$ cat src/rtl/maze_packet_rx.sv
`timescale 1ns/1ps
// maze_packet_rx
// Receives 3-wire serial maze update frames (SCLK/SDATA/SEN) from the robot
// microcontroller, assembles DATA_W-bit packets MSB-first, validates the
// fields, and strobes good packets to the grid-memory/VGA stage.
//
// Build option: define MAZE_RX_PARITY_EN to expect one extra trailing even
// parity bit per frame. The parity bit is checked but not stored.
//
// Ports:
//   CLOCK      system clock (25 MHz)
//   RESET      synchronous active-low reset
//   SCLK       serial clock, asynchronous; data sampled on rising edge
//   SDATA      serial data, MSB first
//   SEN        frame enable, high for the duration of a frame
//   PKT_VALID  one-cycle strobe for a good packet
//   PKT_DATA   last good packet, held between strobes
//   PKT_X      PKT_DATA[15:14]
//   PKT_Y      PKT_DATA[13:11]
//   PKT_TYPE   PKT_DATA[10:8]
//   PKT_WALLS  PKT_DATA[7:4] (N/E/S/W)
//   ERR_CNT    saturating count of rejected frames
//   BUSY       high when the FSM is not idle
//
// state    | meaning
// ---------+----------------------------------------------------------
// IDLE     | waiting for a synchronized SEN rising edge
// SHIFT    | collecting frame bits on SCLK rising edges
// WAIT_END | all bits received, waiting for SEN to fall
// DRAIN    | frame aborted, ignoring SCLK until SEN is low

module maze_packet_rx #(
  parameter int DATA_W         = 16,
  parameter int SYNC_STAGES    = 2,
  parameter int TIMEOUT_CYCLES = 250000,
  parameter int GRID_W         = 4,
  parameter int GRID_H         = 5,
  parameter int NUM_TYPES      = 7
) (
  input  logic              CLOCK,
  input  logic              RESET,
  input  logic              SCLK,
  input  logic              SDATA,
  input  logic              SEN,
  output logic              PKT_VALID,
  output logic [DATA_W-1:0] PKT_DATA,
  output logic [1:0]        PKT_X,
  output logic [2:0]        PKT_Y,
  output logic [2:0]        PKT_TYPE,
  output logic [3:0]        PKT_WALLS,
  output logic [7:0]        ERR_CNT,
  output logic              BUSY
);

`ifdef MAZE_RX_PARITY_EN
  localparam int FRAME_W = DATA_W + 1;
`else
  localparam int FRAME_W = DATA_W;
`endif
  localparam int CNT_W = $clog2(FRAME_W + 1);
  localparam int TMR_W = $clog2(TIMEOUT_CYCLES + 1);
  localparam logic [CNT_W-1:0] LAST_CNT = CNT_W'(FRAME_W - 1);
  localparam logic [TMR_W-1:0] TMR_LOAD = TMR_W'(TIMEOUT_CYCLES - 1);

  typedef enum logic [1:0] {IDLE, SHIFT, WAIT_END, DRAIN} state_t;

  logic [SYNC_STAGES-1:0] sclk_sync, sdata_sync, sen_sync;
  logic [SYNC_STAGES:0]   flush_q;
  logic                   sclk_hist, sen_hist;
  logic                   sclk_s, sdata_s, sen_s, sync_ready;
  logic                   sclk_rise, sen_rise, sen_fall;

  state_t             state_q, state_nxt;
  logic [FRAME_W-1:0] shift_q, shift_nxt;
  logic [CNT_W-1:0]   cnt_q;
  logic [TMR_W-1:0]   timer_q;
  logic               valid_pend;

  logic               shift_en, frame_clr, timer_reload, err_inc, pkt_load;
  logic               timeout, field_ok, parity_ok, frame_ok;
  logic [DATA_W-1:0]  frame_data;

  always_ff @(posedge CLOCK) begin
    if (!RESET) begin
      sclk_sync  <= '0;
      sdata_sync <= '0;
      sen_sync   <= '0;
      flush_q    <= '0;
      sclk_hist  <= 1'b0;
      sen_hist   <= 1'b0;
    end else begin
      sclk_sync  <= {sclk_sync[SYNC_STAGES-2:0], SCLK};
      sdata_sync <= {sdata_sync[SYNC_STAGES-2:0], SDATA};
      sen_sync   <= {sen_sync[SYNC_STAGES-2:0], SEN};
      flush_q    <= {flush_q[SYNC_STAGES-1:0], 1'b1};
      sclk_hist  <= sclk_s;
      sen_hist   <= sen_s;
    end
  end

  assign sclk_s  = sclk_sync[SYNC_STAGES-1];
  assign sdata_s = sdata_sync[SYNC_STAGES-1];
  assign sen_s   = sen_sync[SYNC_STAGES-1];

  // The synchronizers restart from 0 after reset, so a SEN already high would
  // look like a fresh rising edge. Edges are only trusted once the chain and
  // the history flop have been refilled from the pins.
  assign sync_ready = flush_q[SYNC_STAGES];
  assign sclk_rise  = sync_ready & sclk_s & ~sclk_hist;
  assign sen_rise   = sync_ready & sen_s & ~sen_hist;
  assign sen_fall   = sync_ready & ~sen_s & sen_hist;

  // Field check looks at the word including a bit shifted this same cycle,
  // so a SEN fall coinciding with the last SCLK edge is still judged at once.
  assign shift_nxt  = shift_en ? {shift_q[FRAME_W-2:0], sdata_s} : shift_q;
  assign frame_data = shift_nxt[FRAME_W-1 -: DATA_W];
  assign field_ok   = (int'(frame_data[DATA_W-1 -: 2]) < GRID_W) &&
                      (int'(frame_data[DATA_W-3 -: 3]) < GRID_H) &&
                      (int'(frame_data[DATA_W-6 -: 3]) < NUM_TYPES);
`ifdef MAZE_RX_PARITY_EN
  assign parity_ok  = ~^shift_nxt;
`else
  assign parity_ok  = 1'b1;
`endif
  assign frame_ok   = field_ok & parity_ok;
  assign timeout    = (timer_q == '0);

  always_comb begin
    state_nxt    = state_q;
    shift_en     = 1'b0;
    frame_clr    = 1'b0;
    timer_reload = 1'b0;
    err_inc      = 1'b0;
    pkt_load     = 1'b0;
    case (state_q)
      IDLE: begin
        if (sen_rise) begin
          frame_clr = 1'b1;
          state_nxt = SHIFT;
        end
      end
      SHIFT: begin
        if (sclk_rise) begin
          shift_en     = 1'b1;
          timer_reload = 1'b1;
          if (cnt_q == LAST_CNT) begin
            if (sen_fall) begin
              state_nxt = IDLE;
              pkt_load  = frame_ok;
              err_inc   = ~frame_ok;
            end else begin
              state_nxt = WAIT_END;
            end
          end else if (sen_fall) begin
            err_inc   = 1'b1;
            state_nxt = IDLE;
          end
        end else if (sen_fall) begin
          err_inc   = 1'b1;
          state_nxt = IDLE;
        end else if (timeout) begin
          err_inc   = 1'b1;
          state_nxt = DRAIN;
        end
      end
      WAIT_END: begin
        if (sclk_rise) begin
          err_inc   = 1'b1;
          state_nxt = DRAIN;
        end else if (sen_fall) begin
          state_nxt = IDLE;
          pkt_load  = frame_ok;
          err_inc   = ~frame_ok;
        end else if (timeout) begin
          err_inc   = 1'b1;
          state_nxt = DRAIN;
        end
      end
      DRAIN: begin
        if (!sen_s) state_nxt = IDLE;
      end
      default: state_nxt = IDLE;
    endcase
  end

  always_ff @(posedge CLOCK) begin
    if (!RESET) begin
      state_q    <= IDLE;
      shift_q    <= '0;
      cnt_q      <= '0;
      timer_q    <= '0;
      valid_pend <= 1'b0;
      PKT_VALID  <= 1'b0;
      PKT_DATA   <= '0;
      ERR_CNT    <= '0;
    end else begin
      state_q <= state_nxt;
      shift_q <= frame_clr ? '0 : shift_nxt;
      if (frame_clr)
        cnt_q <= '0;
      else if (shift_en)
        cnt_q <= cnt_q + CNT_W'(1);
      if (frame_clr || timer_reload)
        timer_q <= TMR_LOAD;
      else if (timer_q != '0)
        timer_q <= timer_q - TMR_W'(1);
      // Data is captured first, the strobe follows a cycle later.
      valid_pend <= pkt_load;
      PKT_VALID  <= valid_pend;
      if (pkt_load)
        PKT_DATA <= frame_data;
      if (err_inc && (ERR_CNT != 8'hFF))
        ERR_CNT <= ERR_CNT + 8'd1;
    end
  end

  assign PKT_X     = PKT_DATA[DATA_W-1 -: 2];
  assign PKT_Y     = PKT_DATA[DATA_W-3 -: 3];
  assign PKT_TYPE  = PKT_DATA[DATA_W-6 -: 3];
  assign PKT_WALLS = PKT_DATA[DATA_W-9 -: 4];
  assign BUSY      = (state_q != IDLE);

endmodule

$ cat config.mk
export PLATFORM = sky130hd
export DESIGN_NAME = maze_packet_rx
export DESIGN_NICKNAME = d
export VERILOG_FILES = /design/src/rtl/maze_packet_rx.sv
export SDC_FILE = /design/constraint.sdc
export NUM_CORES = 1
export LEC_CHECK = 0
export BUFFER_PORTS_ARGS = -buffer_cell sky130_fd_sc_hd__buf_4
export CORE_AREA = 2 2 85 87
export CTS_BUF_LIST = sky130_fd_sc_hd__clkbuf_4
export CTS_CLUSTER_DIAMETER = 40
export CTS_CLUSTER_SIZE = 10
export DETAILED_ROUTE_END_ITERATION = 8
export DIE_AREA = 0 0 87 89
export PLACE_DENSITY = 0.71
export SYNTH_ARGS = -nofsm -noshare
export SYNTH_HDL_FRONTEND = slang
export SYNTH_SLANG_ARGS = --single-unit
$ cat constraint.sdc
create_clock -name CLOCK -period 3.56 [get_ports CLOCK]
set_input_delay 0.356 -clock CLOCK [delete_from_list [all_inputs] [get_ports CLOCK]]
set_output_delay 0.356 -clock CLOCK [all_outputs]
set_load 0.01 [all_outputs]
==> results of run 1 <==
## critical path, delay by kind of cell (launching register included)
family	cells	cell delay [ns]
simple gates	5	1.92
flops	1	0.37
compound gates	2	0.40
## flip-flops by register name, summed over array words and instances (netlist names), 2 cells and up
| signal | count |
|---|---|
| state_q | 2 |
| PKT_DATA | 16 |
| shift_q | 16 |
| sclk_sync | 2 |
| ERR_CNT | 8 |
| sdata_sync | 2 |
| cnt_q | 5 |
| sen_sync | 2 |
| timer_q | 18 |
| flush_q | 3 |
## cell families after synthesis
logic type	synth area share, %
AO/OA/AOI/OAI	12.8
adder cells (fa/ha/maj)	3.36
multiplexers	5.68
buffers and inverters	5.86
XOR/XNOR	3.92
flip-flops	46.6
AND/OR/NAND/NOR	21.7
## power by group
group          leakage [uW]  switching, uW  internal, uW
sequential         0.000633           76.2           952
combinational      0.000757            333           264
clock             0.0000673            329           152
## area by class of cell
class / count / area [um2] / area share [%]
clock buffers: 9 / 67.6 / 1.80
clock inverters: 7 / 56.3 / 1.50
inverters: 8 / 30.0 / 0.801
multi-input cells: 249 / 1600 / 42.6
flip-flops and latches: 78 / 1560 / 41.6
well taps: 80 / 100 / 2.67
repair buffers: 45 / 338 / 9.01
## through the flow
stage,util (%),instance area (um2)
after global placement,54.0,3630
after CTS,55.8,3750
final,55.8,3750
after floorplan,-,3350
after global routing,55.8,3750
after detailed placement,54.0,3630
## cells in the final DEF (no fill, tap or decap), types with 6 or more instances in the layout
master    synthesis  final
dfxtp_1          78     78
ha_1              9      9
nand3_1           7      7
mux2i_1          19     19
buf_4            12     45
clkbuf_4          0      9
nand2_1          23     23
o21ai_0          15     15
inv_1             8      8
or3_1             8      8
a211oi_1         17     17
xnor2_1           9      9
a21oi_1          14     14
and2_1           13     13
a31oi_1           7      7
xor2_1            6      6
nor2_1           53     53
## metal layers
| layer | up-vias | global-route usage [%] |
|---|---|---|
| met4 | 0 | 9.23 |
| met1 | 1187 | 22.7 |
| met3 | 4 | 2.77 |
| li1 | 1330 | - |
| met5 | - | 0 |
| met2 | 46 | 30.2 |
## path summary, 6_finish.rpt
path / start / to / slack (ns)
setup reg to reg: timer_q[5] / ERR_CNT[6] / 0.79
hold reg to reg: valid_pend / PKT_VALID / 0.45
setup / recovery: timer_q[5] / ERR_CNT[6] / 0.79
hold / removal: SDATA / sdata_sync[0] / 0.14
==> qor.txt, run 1 <==
Tcrit/Tclk final -> 77.9%
routed len/inst -> 13.6 um
commonest cells in the netlist -> 78 x dfxtp_1, 53 x nor2_1, 23 x nand2_1, 19 x mux2i_1, 17 x a211oi_1
CP Class -> flop to flop
core region area -> 0.00672 mm2
TritonCTS clock tree -> yes
nets@finish -> 405
ranking of synthesized cells by area -> dfxtp_1 47%, nor2_1 5.9%, mux2i_1 5.7%, a211oi_1 3.8%, ha_1 3.4%
share of cells above drive strength 1 -> 17.7%
Max Slew Vio Count -> 0
syn_nets -> 379
TritonCTS buffer count -> 9
Post-CTS Setup Bufs -> 0
Placer Congestion -> 0.797
max cap viols -> 0
setup_tns -> 0 ns
Top FF cell, synth -> dfxtp_1
DP Worst Slack -> 0.806 ns
first-pass GRT wire length -> 11100 um
Crit Path Max Fanout -> 15
Leak -> 0.00146 uW
RSZ-0062 raised after global routing -> false
Routed met1 length -> 3120 um
fill count -> 592
met2 wire length -> 3060 um
Area Overhead vs Synth -> 11.9%
Final Non-Filler Cells -> 476
TritonRoute pass-1 iters -> 4
critical-path cell list -> nor3_1, nor3b_1, nand3_2, a22oi_2, a311oi_2, or4b_1, and3_1
highest routed layer -> met4
Hold Path Stages -> 2
Final setup viols -> 0
Top Ports -> 43
Die X -> 87 um
total clock sinks -> 78
count leader, synth -> dfxtp_1
htree depth -> 3
syn avg cell area -> 9.18 um2
clk_lat worst skew -> 0.42 ns
Post-synth EDFFs -> 0
worst path arrival time -> 3.10 ns
Post-synth ARST share -> 0%
Syn Inst Count -> 365
post_cts resized -> 0
Crit-path slowest cell -> or4b_1
Worst Max-Slew Pin Slew -> 1.08 ns
count of cell types in the netlist -> 47
Final Power -> 2110 uW
Achievable Freq -> 360 MHz
cts hold-fix bufs -> 0
Ant. Diodes -> 0
post-synth top area cell -> dfxtp_1
Worst slew margin -> 28.0%
die area -> 0.00774 mm2
Post-Route WL -> 6470 um
grt ovf -> 0
DRC Markers -> 0
detailed placement HPWL -> 4440 um
Fin Hold WS -> 0.144 ns
initial antenna violation count -> 0
Worst setup EP type -> flop
final worst setup slack -> 0.785 ns
Req. time, crit path -> 3.89 ns
Cells after DPL -> 460
post-route ant nets -> 0
Clock transition at path regs -> 0.14 ns
YS warnings -> 0
pwr/cell area -> 562 mW/mm2
VDD IR max -> 0.274 mV
synthesis-stage register bit count -> 78
met3 WL -> 234 um
status -> finished clean
R2R depth -> 7
initial drt markers -> 118
Tmin final -> 2.77 ns
largest net degree at the start of global routing -> 34
row count -> 30
Port-buffer cells -> 42
CP max stage delay -> 0.56 ns
post-synth top area share -> 46.6%
vias in the first global route -> 2499
Final Hold Fails -> 0
DR vias -> 2567
Mapped Area -> 0.00335 mm2
vias per inst -> 5.39
Setup Skew -> 0.0147 ns
Die Ht -> 89 um
CTS Buffer Depth -> 2
CP Launch Type -> flop
register area share after synthesis -> 46.6%
hold crit path type -> input pin to flop
CTS root buf -> clkbuf_4
Initial Utilization -> 49.9%
gr usage total -> 18.1%
Power figures use the tool's default switching activity.
==> run 2, diff against run 1 <==
- ABC_AREA: default -> 1
- CORE_AREA: 2 2 85 87 -> 2 2 88 90
- DIE_AREA: 0 0 87 89 -> 0 0 90 92
- PLACE_DENSITY: 0.71 -> 0.7
- clock period: 3.56 -> 2.6 ns (I/O delays scaled with it)
==> run 2 against run 1 <==
Compared with the run above:
- global-route usage is 0.63 points lower
- register-to-register slack worse by 0.44 ns
- clock skew is 0.0013 ns lower
- sequential power is 40% higher
- flip-flop and latch count stayed put
- critical path depth is 4 higher
- wire length is 5.2% higher
- clock power is 78% higher
- cell count is 23% higher
- largest cell class unchanged
- first-iteration DRC count is 32% lower
- synthesized area is 6.4% higher
- die area is 6.9% higher
- critical endpoint is now PKT_DATA[4]
==> qor.txt, run 2 <==
synthesis-stage register bit count -> 78
Hold Path Origin -> RESET
Sw Share -> 36.2%
worst reg2reg setup slack -> 0.35 ns
setup_tns -> 0 ns
Syn Inst Count -> 445
M2 GR Usage -> 30.7%
commonest cells in the netlist -> 78 x dfxtp_1, 68 x nand2_1, 57 x inv_1, 54 x nor2_1, 38 x a21oi_1
Clock transition at path regs -> 0.14 ns
Area Overhead vs Synth -> 14.1%
post-route ant nets -> 0
TritonRoute pass-1 iters -> 5
Leak -> 0.00180 uW
Top Ports -> 43
nets@finish -> 493
Int Power -> 2070 uW
Die X -> 90 um
core region area -> 0.00745 mm2
Post-Route WL -> 6800 um
clk_lat worst skew -> 0.43 ns
CP Launch Type -> flop
max cap viols -> 0
Die Ht -> 92 um
TritonCTS clock tree -> yes
clock power share -> 26.3%
post-synth top area share -> 43.8%
Worst slew margin -> 54.3%
RSZ-0062 raised after global routing -> false
largest net degree at the start of global routing -> 33
met3 GRT Util -> 3.37%
Initial Utilization -> 47.9%
Worst Max-Slew Pin Slew -> 0.684 ns
ranking of synthesized cells by area -> dfxtp_1 44%, nand2_1 7.2%, inv_1 6.0%, nor2_1 5.7%, a21oi_1 5.3%
met1 usage -> 20.3%
R2R depth -> 11
final core utilization -> 54.6%
total clock sinks -> 78
count leader, synth -> dfxtp_1
Post-synth EDFFs -> 0
DRC Markers -> 0
post-synth top area cell -> dfxtp_1
most used routing layer -> met2
register area -> 0.00156 mm2
die area -> 0.00828 mm2
Psw -> 1180 uW
Top reg by flops -> timer_q
top flop regs -> timer_q (18), PKT_DATA (16), shift_q (16)
Tcrit/Tclk final -> 86.7%
CP Class -> flop to flop
htree depth -> 3
initial antenna violation count -> 0
pwr/cell area -> 799 mW/mm2
detailed placement HPWL -> 4830 um
YS warnings -> 0
VDD IR max -> 0.335 mV
reg2reg end -> PKT_DATA[4]
syn_nets -> 459
register area share after synthesis -> 43.8%
grt ovf -> 0
CTS Buffer Depth -> 2
Final setup viols -> 0
Mapped Area -> 0.00356 mm2
max FFs per register -> 18
most frequent cells in the layout -> 78 x dfxtp_1, 68 x nand2_1, 57 x inv_1
routed len/inst -> 11.6 um
Setup Skew -> 0.0134 ns
fill count -> 748
TritonCTS buffer count -> 9
Port-buffer cells -> 42
Tmin final -> 2.25 ns
vias in the first global route -> 2760
r2r startpoint -> state_q[1]
vias per inst -> 5.02
DR vias -> 2941
Ant. Diodes -> 0
Fin Hold WS -> 0.0988 ns
count of cell types in the netlist -> 43
gr usage total -> 17.4%
Hold Path End -> flush_q[0]
row count -> 32
worst path arrival time -> 2.63 ns
status -> finished clean
Post-CTS Setup Bufs -> 0
Logic pwr share -> 29.3%
syn avg cell area -> 8.01 um2
CTS root buf -> clkbuf_4
Hold Path Stages -> 1
hold crit path type -> input pin to flop
sequential share of power -> 44.3%
Top FF cell, synth -> dfxtp_1
initial drt markers -> 80
Worst setup EP type -> flop
Crit Path Max Fanout -> 32
Final Hold Fails -> 0
Req. time, crit path -> 2.97 ns
share of cells above drive strength 1 -> 16.7%
Placer Congestion -> 0.828
Achievable Freq -> 444 MHz
Max Slew Vio Count -> 0
first-pass GRT wire length -> 11800 um
commonest non-fill, non-tap cell in the layout -> dfxtp_1
multi-input logic area -> 0.00162 mm2
Post-synth ARST share -> 0%
-- run 2: changes by cell type after synthesis, sizes merged, moves of 8 or more --
cell,before,now
nand2,23,75
inv,8,57
a21oi,14,39
and2,13,0
nand3,8,19
a211oi,17,7
clkbuf,15,5
mux2i,19,10
nand4,5,14
or3,8,0
xnor2,9,1
-- run 2: repair_timing --
| action | 4_1_cts | 5_1_grt |
|---|---|---|
| hold buffers | 3 | 0 |
| gates resized for setup | 0 | 1 |
| hold endpoints to repair | 3 | 0 |
| setup endpoints to repair | 0 | 5 |
-- run 2: power by group through the flow --
stage	Clock, uW	Combinational (uW)	Sequential, uW
finish	856	954	1440
global route	927	1120	1460
CTS	888	952	1440
detailed placement	0	945	1460
global placement	0	921	1460
floorplan	0	775	1440
-- run 2: final cells by class --
| class | count | area share, % |
|---|---|---|
| multi-input cells | 284 | 39.9 |
| flip-flops and latches | 78 | 38.4 |
| clock inverters | 7 | 2.55 |
| well taps | 102 | 3.14 |
| repair buffers | 48 | 9.04 |
| inverters | 58 | 5.35 |
| clock buffers | 9 | 1.66 |
-- run 2: per-stage QoR --
step | power [uW] | std cells | instance area, um2 | setup slack (ns)
floorplan | 2210 | 445 | 3560 | 0.761
global placement | 2380 | 567 | 3860 | 0.418
detailed placement | 2410 | 567 | 3860 | 0.286
CTS | 3280 | 586 | 4060 | 0.241
global route | 3500 | 586 | 4070 | 0.0785
finish | 3250 | 586 | 4070 | 0.347
-- run 2: kinds of logic after synthesis --
| group | after synthesis | synth area share [%] |
|---|---|---|
| muxes | 10 | 2.81 |
| xor gates and xnor gates | 8 | 1.97 |
| adders and majority gates | 9 | 3.16 |
| buffers and inverters | 83 | 11.0 |
| AOI/OAI and AO/OA | 76 | 12.9 |
| and+or+nand+nor | 181 | 24.4 |
| DFF | 78 | 43.8 |
-- run 2: worst max-delay path, cell delays in order (launching register included) --
cell and delay [ns]:
dfxtp_1 0.36, inv_1 0.11, ha_1 0.36, nand4_4 0.25
nand2_1 0.11, nand2_1 0.07, nand3_1 0.17, nand3_2 0.13
nor2_4 0.09, buf_4 0.28, o21ai_0 0.12, a21oi_1 0.14
-- run 2: worst max-delay path by stage --
stage	start	endpoint	slack (ns)	cells past startpoint
after floorplan	state_q[1]	ERR_CNT[0]	0.76	14
after global placement	state_q[1]	PKT_DATA[5]	0.42	11
after detailed placement	state_q[1]	PKT_DATA[12]	0.29	11
after CTS	state_q[1]	PKT_DATA[4]	0.24	11
after global routing	state_q[1]	PKT_DATA[12]	0.08	11
final	state_q[1]	PKT_DATA[4]	0.35	11
-- run 2: metal layers --
metal,wire [um],vias up
li1,-,1525
met1,3100,1356
met3,260,9
met2,3350,51
met5,0,-
met4,95,0
==> run 3, diff against run 2 <==
- CORE_AREA: 2 2 88 90 -> 2 2 113 115
- DIE_AREA: 0 0 90 92 -> 0 0 115 117
- PLACE_DENSITY: 0.7 -> 0.47
==> run 3 against run 2 <==
Compared with the run above:
- worst hold slack better by 0.13 ns
- die area increased by 63%
- total power fell by 4.3%
- clock-buffer cell count grew 1
- sequential share of layout area is 0.55 points lower
- first-iteration DRC count increased by 96%
- core utilization down 21 points
- wire length up 11%
- critical path depth is the same
- combinational power shrank 0.4%
- non-clock buffer count rose by 4
- register-to-register slack improved by 0.05 ns
- highest routed layer unchanged
==> qor.txt, run 3 (synthesized netlist as in run 2, its figures left out) <==
routed len/inst -> 11.8 um
Top Ports -> 43
highest routed layer -> met4
Area Overhead vs Synth -> 15.8%
multi-input logic area -> 0.00161 mm2
Ant. Diodes -> 0
share of cells above drive strength 1 -> 17.2%
setup_tns -> 0 ns
cts hold-fix bufs -> 3
DRC Markers -> 0
htree depth -> 3
Crit-path slowest cell -> dfxtp_1
Port-buffer cells -> 42
Max Slew Vio Count -> 0
TritonCTS buffer count -> 9
Tcrit/Tclk final -> 84.6%
Worst Max-Slew Pin Slew -> 0.431 ns
Leak -> 0.00183 uW
met2 wire length -> 3390 um
Hold Path Stages -> 3
initial antenna violation count -> 0
worst path arrival time -> 2.56 ns
critical-path cell list -> inv_1, ha_1, nand4_2, nand2_1, nand2_1, nand3_1, nand3_2, nor2_4, buf_12, nor2_1, a211oi_1
Final Hold Fails -> 0
Achievable Freq -> 455 MHz
initial drt markers -> 157
largest net degree at the start of global routing -> 33
Worst slew margin -> 71.2%
vias per inst -> 4.53
DR vias -> 2891
CP max stage delay -> 0.37 ns
pwr/cell area -> 754 mW/mm2
max cap viols -> 0
row count -> 41
Req. time, crit path -> 2.96 ns
grt ovf -> 0
clock power share -> 23.4%
met3 WL -> 274 um
die area -> 0.0135 mm2
nets@finish -> 497
most frequent cells in the layout -> 78 x dfxtp_1, 68 x nand2_1, 57 x inv_1
Tmin final -> 2.20 ns
CP Launch Type -> flop
post_cts resized -> 0
top flop regs -> timer_q (18), PKT_DATA (16), shift_q (16)
VDD IR max -> 0.293 mV
Post-Route WL -> 7540 um
final core utilization -> 33.5%
Int Power -> 1980 uW
CTS root buf -> clkbuf_4
fin area -> 0.00413 mm2
Top reg by flops -> timer_q
Final setup viols -> 0
R2R depth -> 11
CTS Buffer Depth -> 2
Initial Utilization -> 29.0%
RSZ-0062 raised after global routing -> false
Crit Path Max Fanout -> 32
placed instance area -> 0.00396 mm2
max FFs per register -> 18
Logic pwr share -> 30.5%
Routed met1 length -> 3770 um
Placer Congestion -> 0.784
Psw -> 1130 uW
Die X -> 115 um
vias in the first global route -> 2652
gr usage total -> 11.9%
Die Ht -> 117 um
hold crit path type -> input pin to flop
most frequent CP cell -> nand2_1
Post-CTS Setup Bufs -> 0
commonest non-fill, non-tap cell in the layout -> dfxtp_1
fill count -> 1332
Worst setup EP type -> flop
Clock transition at path regs -> 0.13 ns
post-route ant nets -> 0
core region area -> 0.0123 mm2
register area -> 0.00156 mm2
TritonCTS clock tree -> yes
clk_lat worst skew -> 0.44 ns
detailed placement HPWL -> 5480 um
total clock sinks -> 78
CP Class -> flop to flop
TritonRoute pass-1 iters -> 4
first-pass GRT wire length -> 12500 um
Sw Share -> 36.4%
sequential share of power -> 46.1%
status -> finished clean
Setup Skew -> 0.0171 ns
Fin Hold WS -> 0.226 ns
run 3: power by group through the flow:
| stage | clock, uW | combinational (uW) | sequential (uW) |
|---|---|---|---|
| floorplan | 0 | 775 | 1440 |
| finish | 727 | 950 | 1430 |
| detailed placement | 0 | 953 | 1460 |
| global placement | 0 | 945 | 1460 |
| CTS | 767 | 961 | 1430 |
| global route | 810 | 1100 | 1460 |
run 3: layout make-up:
cell class | count | area share [%]
Multi-Input combinational cell | 284 | 39.1
Sequential cell | 78 | 37.8
Timing Repair Buffer | 52 | 9.95
Inverter | 58 | 5.28
Tap cell | 150 | 4.55
Clock buffer | 10 | 1.82
Clock inverter | 6 | 1.49
run 3: layer usage:
layer | vias up | track usage (%)
met2 | 43 | 18.4
li1 | 1525 | -
met3 | 9 | 4.07
met4 | 0 | 5.06
met5 | - | 0
met1 | 1314 | 15.3
run 3: stage by stage:
step	power, uW	std cells	setup WS, ns
final	3110	638	0.400
after global routing	3370	638	0.111
after CTS	3160	638	0.374
after detailed placement	2410	619	0.404
after global placement	2400	619	0.500
after floorplan	2210	445	0.761
run 3: worst paths after layout:
path / end / slack (ns) / start
hold reg to reg: sclk_sync[1] / 0.42 / sclk_sync[0]
setup reg to reg: PKT_DATA[10] / 0.40 / state_q[1]
setup / recovery: PKT_DATA[10] / 0.40 / state_q[1]
hold / removal: timer_q[7] / 0.23 / RESET
run 3: critical path, delay by kind of cell (launching register included):
family / cells / cell delay (ns)
flops: 1 / 0.37
fa+ha+maj: 1 / 0.19
simple gates: 7 / 1.10
buf+inv: 2 / 0.29
compound gates: 1 / 0.16
